## config.mk

```make
export PLATFORM = sky130hd
export DESIGN_NAME = fifo_rd_stream_flat
export DESIGN_NICKNAME = d
export VERILOG_FILES = /design/src/rtl/fifo_rd_stream_if.sv /design/src/rtl/fifo_rd_stream.sv /design/src/flat_wrapper.sv
export SDC_FILE = /design/constraint.sdc
export NUM_CORES = 1
export LEC_CHECK = 0
export ABC_AREA = 1
export ABC_CLOCK_PERIOD_IN_PS = 1570
export CORE_MARGIN = 8
export CORE_UTILIZATION = 52
export DETAILED_ROUTE_END_ITERATION = 6
export GPL_ROUTABILITY_DRIVEN = 0
export PLACE_DENSITY = 0.77
export SYNTH_ARGS = -nofsm -noshare
export SYNTH_HDL_FRONTEND = slang
export SYNTH_SLANG_ARGS = --single-unit
```

## constraint.sdc

```tcl
create_clock -name clk -period 1.57 [get_ports clk]
set_input_delay 0.471 -clock clk [delete_from_list [all_inputs] [get_ports clk]]
set_output_delay 0.471 -clock clk [all_outputs]
set_load 0.02 [all_outputs]
```

## src/rtl/fifo_rd_stream_if.sv

```systemverilog
// Read-side bundle around fifo_rd_stream: FIFO read port on one side and a valid/ready stream on the other.
// master = the reader; slave = the environment (FIFO plus downstream consumer).
interface fifo_rd_stream_if #(
    parameter int WIDTH_DATA = 8
);
    logic                  fifo_rd_en;
    logic [WIDTH_DATA-1:0] fifo_rd_data;
    logic                  fifo_empty;
    logic                  m_valid;
    logic [WIDTH_DATA-1:0] m_data;
    logic                  m_ready;

    modport master (
        output fifo_rd_en,
        output m_valid,
        output m_data,
        input  fifo_rd_data,
        input  fifo_empty,
        input  m_ready
    );

    modport slave (
        input  fifo_rd_en,
        input  m_valid,
        input  m_data,
        output fifo_rd_data,
        output fifo_empty,
        output m_ready
    );
endinterface

```

## src/rtl/fifo_rd_stream.sv

```systemverilog
// Streams words out of a fixed-latency FIFO read port as valid/ready data, absorbing the read
// latency in a small circular buffer so the consumer can stall at any time without loss.
module fifo_rd_stream #(
    parameter  int WIDTH_DATA = 8,
    parameter  int REG_OUT    = 0,
    localparam int RD_LAT     = 1 + REG_OUT,
    localparam int SKID_DEPTH = RD_LAT + 2,
    localparam int LEVEL_W    = $clog2(SKID_DEPTH + 1)
) (
    input  logic               clk,
    input  logic               rst,
    fifo_rd_stream_if.master   bus,
    output logic [LEVEL_W-1:0] level,
    output logic               err_ovf
);
    localparam int                 PTR_W    = $clog2(SKID_DEPTH);
    localparam logic [LEVEL_W-1:0] DEPTH_L  = LEVEL_W'(SKID_DEPTH);
    localparam logic [PTR_W-1:0]   PTR_LAST = PTR_W'(SKID_DEPTH - 1);

    logic [RD_LAT-1:0]     inflight_q;
    logic [RD_LAT-1:0]     inflight_d;
    logic [PTR_W-1:0]      wr_ptr_q;
    logic [PTR_W-1:0]      wr_ptr_d;
    logic [PTR_W-1:0]      rd_ptr_q;
    logic [PTR_W-1:0]      rd_ptr_d;
    logic [LEVEL_W-1:0]    cnt_q;
    logic [LEVEL_W-1:0]    cnt_d;
    logic [LEVEL_W-1:0]    level_q;
    logic [LEVEL_W-1:0]    level_d;
    logic                  err_q;
    logic                  err_d;
    logic [WIDTH_DATA-1:0] buf_q [SKID_DEPTH];

    logic issue;
    logic arrive;
    logic pop;
    logic buf_empty;
    logic buf_full;
    logic wr_en;

    function automatic logic [PTR_W-1:0] ptr_inc(input logic [PTR_W-1:0] p);
        return (p == PTR_LAST) ? '0 : p + PTR_W'(1);
    endfunction

    // level counts words already promised a slot, so requesting only below SKID_DEPTH
    // guarantees every arrival finds room even if the consumer stalls from now on.
    assign issue     = !rst && !bus.fifo_empty && (level_q < DEPTH_L);
    assign arrive    = inflight_q[RD_LAT-1];
    assign buf_empty = (cnt_q == '0);
    assign buf_full  = (cnt_q == DEPTH_L);
    assign pop       = !buf_empty && bus.m_ready;
    assign wr_en     = arrive && (!buf_full || pop);

    generate
        if (RD_LAT == 1) begin : g_lat1
            assign inflight_d = issue;
        end else begin : g_latn
            assign inflight_d = {inflight_q[RD_LAT-2:0], issue};
        end
    endgenerate

    always_comb begin
        wr_ptr_d = wr_en ? ptr_inc(wr_ptr_q) : wr_ptr_q;
        rd_ptr_d = pop ? ptr_inc(rd_ptr_q) : rd_ptr_q;

        cnt_d = cnt_q;
        unique case ({wr_en, pop})
            2'b10:   cnt_d = cnt_q + LEVEL_W'(1);
            2'b01:   cnt_d = cnt_q - LEVEL_W'(1);
            default: cnt_d = cnt_q;
        endcase

        level_d = level_q;
        unique case ({issue, pop})
            2'b10:   level_d = level_q + LEVEL_W'(1);
            2'b01:   level_d = level_q - LEVEL_W'(1);
            default: level_d = level_q;
        endcase

        err_d = err_q || (arrive && buf_full && !pop);
    end

    always_ff @(posedge clk) begin
        if (rst) begin
            inflight_q <= '0;
            wr_ptr_q   <= '0;
            rd_ptr_q   <= '0;
            cnt_q      <= '0;
            level_q    <= '0;
            err_q      <= 1'b0;
        end else begin
            inflight_q <= inflight_d;
            wr_ptr_q   <= wr_ptr_d;
            rd_ptr_q   <= rd_ptr_d;
            cnt_q      <= cnt_d;
            level_q    <= level_d;
            err_q      <= err_d;
        end
    end

    // Entries are cleared on reset so m_data reads zero while nothing has been buffered.
    for (genvar gi = 0; gi < SKID_DEPTH; gi++) begin : g_buf
        always_ff @(posedge clk) begin
            if (rst) begin
                buf_q[gi] <= '0;
            end else if (wr_en && (wr_ptr_q == PTR_W'(gi))) begin
                buf_q[gi] <= bus.fifo_rd_data;
            end
        end
    end

    assign bus.fifo_rd_en = issue;
    assign bus.m_valid    = !buf_empty;
    assign bus.m_data     = buf_q[rd_ptr_q];
    assign level          = level_q;
    assign err_ovf        = err_q;
endmodule

```

## src/flat_wrapper.sv

```systemverilog
// flat-port wrapper written by rule: the top's interface ports become plain ports
module fifo_rd_stream_flat 
#(
    parameter  int WIDTH_DATA = 8,
    parameter  int REG_OUT    = 0,
    localparam int RD_LAT     = 1 + REG_OUT,
    localparam int SKID_DEPTH = RD_LAT + 2,
    localparam int LEVEL_W    = $clog2(SKID_DEPTH + 1)
)
  (clk, rst, level, err_ovf, bus_fifo_rd_en, bus_m_valid, bus_m_data, bus_fifo_rd_data, bus_fifo_empty, bus_m_ready);
  fifo_rd_stream_if #(.WIDTH_DATA(WIDTH_DATA)) bus_i ();
  input  logic clk;
  input  logic rst;
  output logic [LEVEL_W-1:0] level;
  output logic err_ovf;
  output wire logic [$bits(bus_i.fifo_rd_en)-1:0] bus_fifo_rd_en;
  output wire logic [$bits(bus_i.m_valid)-1:0] bus_m_valid;
  output wire logic [$bits(bus_i.m_data)-1:0] bus_m_data;
  input wire logic [$bits(bus_i.fifo_rd_data)-1:0] bus_fifo_rd_data;
  input wire logic [$bits(bus_i.fifo_empty)-1:0] bus_fifo_empty;
  input wire logic [$bits(bus_i.m_ready)-1:0] bus_m_ready;
  assign bus_fifo_rd_en = bus_i.fifo_rd_en;
  assign bus_m_valid = bus_i.m_valid;
  assign bus_m_data = bus_i.m_data;
  assign bus_i.fifo_rd_data = bus_fifo_rd_data;
  assign bus_i.fifo_empty = bus_fifo_empty;
  assign bus_i.m_ready = bus_m_ready;
  fifo_rd_stream #(.WIDTH_DATA(WIDTH_DATA), .REG_OUT(REG_OUT)) u_core (.clk(clk), .rst(rst), .bus(bus_i), .level(level), .err_ovf(err_ovf));
endmodule
```

==> qor.txt <==
Clock Sinks -> 36
Crit-path slowest cell -> dfxtp_4
Tmin final -> 1.719 ns
Final WS setup -> -0.1492 ns
Clock latency at the later pin of the worst-skew pair -> 0.34 ns
First DRT Iteration DRCs -> 111
RSZ-0062 raised after global routing -> yes
Die area -> 5177 um2
Post-Syn Area per Cell -> 9.355 um2
Gr ovfl total -> 0
Ant diodes -> 0
MaxCap Viol Count -> 0
Initial antenna violation count -> 0
Wirelength, routed -> 4005 um
P_leak -> 1.028 nW
Setup TNS -> -1.061 ns
Via count -> 1375
Worst slew margin -> 0.8165
Worst path required time -> 1.10 ns
Vias/cell -> 5.037
Maximum clock path buffer count -> 2
Setup crit end kind -> primary output
Clk slew on worst S/H paths -> 0.10 ns
Worst-Margin Slew -> 0.2723 ns
Hold-fix buffers, CTS -> 0
Die Height -> 71.95 um
Maximum clock rate -> 0.5817 GHz
Clk root buf -> clkbuf_4
Number of global-route vias before repair -> 1460
Pwr dens -> 1042 nW/um2
Cts bufs inserted -> 5
WP data arrival -> 1.25 ns
IO Pins -> 25
Pre-CTS worst setup slack -> -0.6424 ns
Residual DRC -> 0
IO buf count -> 24
Sequential area share after synthesis -> 0.5903
CP Launch Type -> register
Starting Density -> 0.5376
# H-tree levels -> 2
Area growth syn-to-layout -> 43.27%
Cell Area, Synth -> 1628 um2
Core Box Area -> 3028 um2
Slew Limit Fails -> 0
Initial DRT Pass Iterations -> 4
Status -> complete, but fails checks
Clock Skew -> 0.01671 ns
Fin nets -> 241
Failing checks -> setup timing
Pwr Total -> 2.430 mW
Chip Width -> 71.95 um
First-pass GRT wire length -> 6630 um
Crit-path cells -> inv_4, buf_8, nand2_4, a21oi_4, buf_6
CTS tree -> yes
Mapped Cells -> 174
Synthesized Nets -> 187
Layout cells sized above 1 -> 0.3930
Site Rows -> 20
Largest net degree at the start of global routing -> 14
Critical path class -> reg -> out
Count of final setup violators -> 8
CP max FO -> 6
Flops & latches, synth -> 36
Dpl hpwl -> 3025 um
Worst VDD drop -> 607.6 uV
Hold violation count in the final report -> 0
Synth warn -> 0
WL per Instance -> 14.67 um
Worst hold path type -> reg -> reg
Post-route ant nets -> 0
Yosys cell types -> 23
CP peak stage delay -> 0.38 ns
Tcrit/Tclk final -> 1.095
Total Routing Usage GR -> 0.1679
## timing repair
item / in CTS / in global routing
resized for setup: 99 / 14
endpoints found under the setup margin: 54 / 12
pin swaps: 12 / 5
buffers inserted: 1 / 0
## cell usage in the layout, fill, tap and decap left out, types with 2 or more instances in the layout
cell type	instances
nor3_4	2
buf_4	23
a21oi_2	11
or2_1	2
o21ai_0	5
nand3_2	2
a21oi_1	6
clkdlybuf4s50_1	8
buf_2	2
a21oi_4	3
dlygate4sd2_1	4
nand2_4	3
buf_8	2
dfxtp_2	3
clkbuf_4	5
edfxtp_1	24
nor2_2	5
dfxtp_1	8
nor2_4	2
nand3_1	5
nand2_1	13
inv_2	4
buf_6	8
nand2_2	7
buf_12	2
inv_1	21
nor2_1	37
clkbuf_8	2
## cell usage after synthesis
| master | instances | area share |
|---|---|---|
| a21oi_1 | 20 | 0.061 |
| nand2_2 | 2 | 0.0077 |
| nand2_4 | 2 | 0.014 |
| buf_6 | 1 | 0.0069 |
| buf_2 | 2 | 0.0061 |
| o21a_1 | 1 | 0.0046 |
| o211ai_1 | 1 | 0.0046 |
| nand3_1 | 6 | 0.018 |
| nor2_2 | 2 | 0.0077 |
| edfxtp_1 | 24 | 0.44 |
| nand4_1 | 1 | 0.0038 |
| nand2_1 | 19 | 0.044 |
| inv_1 | 25 | 0.058 |
| o211a_1 | 1 | 0.0061 |
| nor2_1 | 41 | 0.095 |
| or2_1 | 2 | 0.0077 |
| o21ai_0 | 5 | 0.015 |
| ha_1 | 1 | 0.0077 |
| nor2_4 | 1 | 0.0069 |
| nor3_4 | 2 | 0.020 |
| inv_2 | 1 | 0.0023 |
| nand3_2 | 2 | 0.012 |
| dfxtp_1 | 12 | 0.15 |
## state kept, by name, summed over array words and instances (netlist names), named ones only
signal	cells
u_core.level	2
u_core.arrive	1
u_core.wr_ptr_q	2
u_core.rd_ptr_q	2
u_core.buf_q	24
u_core.cnt_q	2
u_core.err_ovf	1
## layer usage
layer / vias to the layer above / part of all wire / track usage / routed length [um]
li1: 676 / - / - / -
met4: 0 / 0.030 / 0.09524 / 121
met3: 11 / 0.050 / 0.05234 / 202
met1: 649 / 0.39 / 0.1780 / 1579
met2: 39 / 0.52 / 0.2885 / 2102
met5: - / 0 / 0 / 0
## cell type report
| class | count | area, um2 |
|---|---|---|
| clock buffers | 8 | 68.82 |
| flip-flops and latches | 36 | 968.4 |
| fillers | 214 | 695.7 |
| repair buffers | 50 | 469.2 |
| multi-input cells | 109 | 670.6 |
| inverters | 26 | 100.1 |
| well taps | 44 | 55.05 |
## final timing paths
check	start	cells after the start	slack, ns	end
worst min-delay path	u_core.err_ovf$_SDFF_PP0_	1	0.47	u_core.err_ovf$_SDFF_PP0_
worst max register to register	u_core.cnt_q[1]$_SDFFE_PP0P_	6	0.06	u_core.buf_q[0][5]$_SDFFCE_PN0P_
worst min register to register	u_core.err_ovf$_SDFF_PP0_	1	0.47	u_core.err_ovf$_SDFF_PP0_
worst max-delay path	register	5	-0.15	bus_m_data[3]
## cell families (layout without fill, tap and decap cells)
logic type,Yosys count,in the layout,share of synthesized area
fa+ha+maj,1,1,0.007685
flops,36,36,0.5903
compound gates,28,28,0.09224
simple gates,80,80,0.2367
buf+inv,29,84,0.07302
## critical path: cells and delay by family (launching register included)
family	cells	cell delay (ns)
buffers and inverters	3	0.31
AOI/OAI and AO/OA	1	0.15
DFF	1	0.38
and+or+nand+nor	1	0.06
## stage by stage
stage                     cell area [um2]  cells  utilization  hold WS [ns]
after global routing                 2332    273       0.7702        0.5062
after global placement               2115    264       0.6983        0.4497
final                                2332    273       0.7702        0.4714
after floorplan                      1628    174            -        0.4942
after detailed placement             2115    264       0.6983        0.4579
after CTS                            2291    273       0.7566        0.4762
## power breakdown
| group | internal, mW | leakage [nW] | switching [mW] | total [mW] |
|---|---|---|---|---|
| clock | 0.264 | 0.0386 | 0.294 | 0.557 |
| sequential | 1.08 | 0.351 | 0.0529 | 1.14 |
| combinational | 0.343 | 0.639 | 0.393 | 0.736 |
| total | 1.69 | 1.03 | 0.740 | 2.43 |
Power figures use the tool's default switching activity.
==> edit (same settings) <==
`WIDTH_DATA` is set to 8 in 3 places; all go to 12.
--- a/src/rtl/fifo_rd_stream_if.sv
+++ b/src/rtl/fifo_rd_stream_if.sv
@@ -2,5 +2,5 @@
 // master = the reader; slave = the environment (FIFO plus downstream consumer).
 interface fifo_rd_stream_if #(
-    parameter int WIDTH_DATA = 8
+    parameter int WIDTH_DATA = 12
 );
     logic                  fifo_rd_en;
--- a/src/rtl/fifo_rd_stream.sv
+++ b/src/rtl/fifo_rd_stream.sv
@@ -2,5 +2,5 @@
 // latency in a small circular buffer so the consumer can stall at any time without loss.
 module fifo_rd_stream #(
-    parameter  int WIDTH_DATA = 8,
+    parameter  int WIDTH_DATA = 12,
     parameter  int REG_OUT    = 0,
     localparam int RD_LAT     = 1 + REG_OUT,
--- a/src/flat_wrapper.sv
+++ b/src/flat_wrapper.sv
@@ -2,5 +2,5 @@
 module fifo_rd_stream_flat 
 #(
-    parameter  int WIDTH_DATA = 8,
+    parameter  int WIDTH_DATA = 12,
     parameter  int REG_OUT    = 0,
     localparam int RD_LAT     = 1 + REG_OUT,
Ports: changed (resized bus_fifo_rd_data and bus_m_data); port bits go from 25 to 33. The function was not compared with the original's and may differ.
==> edit against the original RTL <==
  * The run still ends with negative setup slack left
  * Design area rose by 29%
  * Total power rose by 31%
  * Routed wire length rose by 20%
  * Sequential share of layout area rose by 2.6 points
  * Die area rose by 24%
  * Synthesized area rose by 31%
  * Sequential cell count rose by 12
  * Worst setup slack got worse by 14 ps
  * Critical endpoint is now bus_m_data[4]
  * Largest power group unchanged
==> edit: results (changes against the original RTL) <==
<table>
<tr><th>Metric</th><th>Value</th></tr>
<tr><th colspan="2">CTS</th></tr>
<tr><td>Clock slew at reported path FFs</td><td>80 ps (-20 ps)</td></tr>
<tr><td>Clock tree root driver cell</td><td>sky130_fd_sc_hd__clkbuf_8</td></tr>
<tr><td>Insertion delay of the later-clocked pin in the worst-skew pair</td><td>300 ps (-40 ps)</td></tr>
<tr><th colspan="2">Placement</th></tr>
<tr><td>Input/output buffers</td><td>32 (+33%)</td></tr>
<tr><td>Number of placed cells counting well taps</td><td>317 (+20%)</td></tr>
<tr><td>Post-DP HPWL</td><td>3.17 mm (+4.8%)</td></tr>
<tr><th colspan="2">Global routing</th></tr>
<tr><td>GRT Overall Usage</td><td>0.159 (-0.00882)</td></tr>
<tr><th colspan="2">Power and ir drop</th></tr>
<tr><td>Peak ir drop on the vdd network</td><td>0.000682 V (+12%)</td></tr>
<tr><th colspan="2">Worst setup path</th></tr>
<tr><td>Worst r2r src</td><td>u_core.cnt_q[0]$_SDFFE_PP0P_</td></tr>
<tr><td>Worst-case register-to-register setup slack</td><td>100 ps (+40 ps)</td></tr>
<tr><td>Cell count of the worst reg-to-reg path</td><td>10 (+4)</td></tr>
<tr><td>Largest driver fanout on the critical path</td><td>7 (+1)</td></tr>
<tr><th colspan="2">Route</th></tr>
<tr><td>First-iteration detailed-routing DRC count</td><td>118 (+6.3%)</td></tr>
<tr><td>Number of optimization iterations in the first detailed-route pass</td><td>5 (+1)</td></tr>
<tr><td>Via density</td><td>5.10 (+1.3%)</td></tr>
<tr><th colspan="2">Layout</th></tr>
<tr><td>Non-Filler Instances</td><td>329 (+21%)</td></tr>
<tr><td>Number of flip-flops under the largest register name</td><td>36 (+50%)</td></tr>
<tr><td>Net count, final</td><td>295 (+22%)</td></tr>
<tr><td>Fillers</td><td>270 (+26%)</td></tr>
<tr><th colspan="2">Synthesis</th></tr>
<tr><td>Number of flops mapped to enable cells by yosys</td><td>36 (+50%)</td></tr>
<tr><td>Yosys top cell area share</td><td>0.507 (+0.0640)</td></tr>
<tr><td>Share of the yosys chip area belonging to registers</td><td>0.619 (+0.0290)</td></tr>
<tr><td>Number of distinct library cells after synthesis</td><td>25 (+8.7%)</td></tr>
<tr><td>Gate count after technology mapping</td><td>215 (+24%)</td></tr>
<tr><td>Net Count, Synth</td><td>232 (+24%)</td></tr>
<tr><th colspan="2">Outcome</th></tr>
<tr><td>Outcome</td><td>finished, violations left</td></tr>
<tr><td>Violations in the final reports</td><td>negative setup slack</td></tr>
<tr><th colspan="2">Timing</th></tr>
<tr><td>Largest clock skew in the final design</td><td>7.29 ps (-9.42 ps)</td></tr>
<tr><td>Final setup fails</td><td>12 (+4)</td></tr>
<tr><td>Transition time at the pin with the least slew margin</td><td>281 ps (+8.79 ps)</td></tr>
<tr><td>Setup ws final</td><td>-163 ps (-14.0 ps)</td></tr>
</table>
-- edit: changes by cell type after synthesis, sizes merged, moves of 2 or more --
cell    unedited run  this run
nand3              8         6
a21oi             20        30
nand4              1         5
inv               26        30
nor2              44        52
edfxtp            24        36
buf                3         6
clkbuf             0         2
-- edit: logic make-up (layout without fill, tap and decap cells) --
group / count (synthesis) / in the layout / synth area share
AOI/OAI and AO/OA: 39 / 39 / 0.101
xor gates and xnor gates: 1 / 1 / 0.00411
adders and majority gates: 1 / 1 / 0.00586
buffers and inverters: 38 / 102 / 0.0809
DFF: 48 / 48 / 0.619
and+or+nand+nor: 88 / 88 / 0.188
-- edit: how the worst max path moves through the flow --
| stage | slack [ps] | endpoint | startpoint |
|---|---|---|---|
| global route | -250 | bus_m_data[4] | flop |
| detailed placement | -660 | bus_fifo_rd_en | rst |
| CTS | -160 | bus_m_data[2] | flop |
| global placement | -660 | bus_fifo_rd_en | rst |
| floorplan | -80 | u_core.buf_q[2][0]$_SDFFCE_PN0P_ | u_core.wr_ptr_q[1]$_SDFFE_PP0P_ |
| finish | -160 | bus_m_data[4] | flop |
-- edit: worst max-delay path, delay by kind of cell (launching register included) --
kind / cells / cell delay [ps]
AO/OA/AOI/OAI: 2 / 260
flip-flops: 1 / 370
buffers and inverters: 2 / 330
-- edit: metal layers --
metal	vias to the layer above	routed length, microns	GRT usage
met1	790	1960	0.173
met3	12	303	0.0491
li1	831	-	-
met2	46	2420	0.273
met5	-	0	0
met4	0	111	0.0782
-- edit: power by group --
| part | leakage [uW] | internal, uW | total [uW] | switching [uW] |
|---|---|---|---|---|
| registers | 0.000476 | 1440 | 1480 | 41.1 |
| logic | 0.000752 | 313 | 663 | 350 |
| clock network | 0.0000687 | 640 | 1050 | 412 |
-- edit: metrics by stage --
step | util | TNS, ps
final | 0.759 | -1390
after global routing | 0.759 | -2090
after CTS | 0.743 | -1400
after detailed placement | 0.689 | -29200
after global placement | 0.689 | -27770
after floorplan | - | -916
-- edit: cell type report --
| type | instances | share of cell area |
|---|---|---|
| clock buffers | 5 | 0.0228 |
| clock inverters | 3 | 0.0228 |
| inverters | 30 | 0.0411 |
| multi-input cells | 129 | 0.252 |
| flip-flops and latches | 48 | 0.441 |
| well taps | 50 | 0.0208 |
| repair buffers | 64 | 0.199 |
-- edit: timing repair --
item                       in CTS  in global routing
hold buffers                    0                  0
setup endpoints to repair      54                 17
pin swaps                      12                  3
buffers inserted                3                  1
resized for setup             109                 25
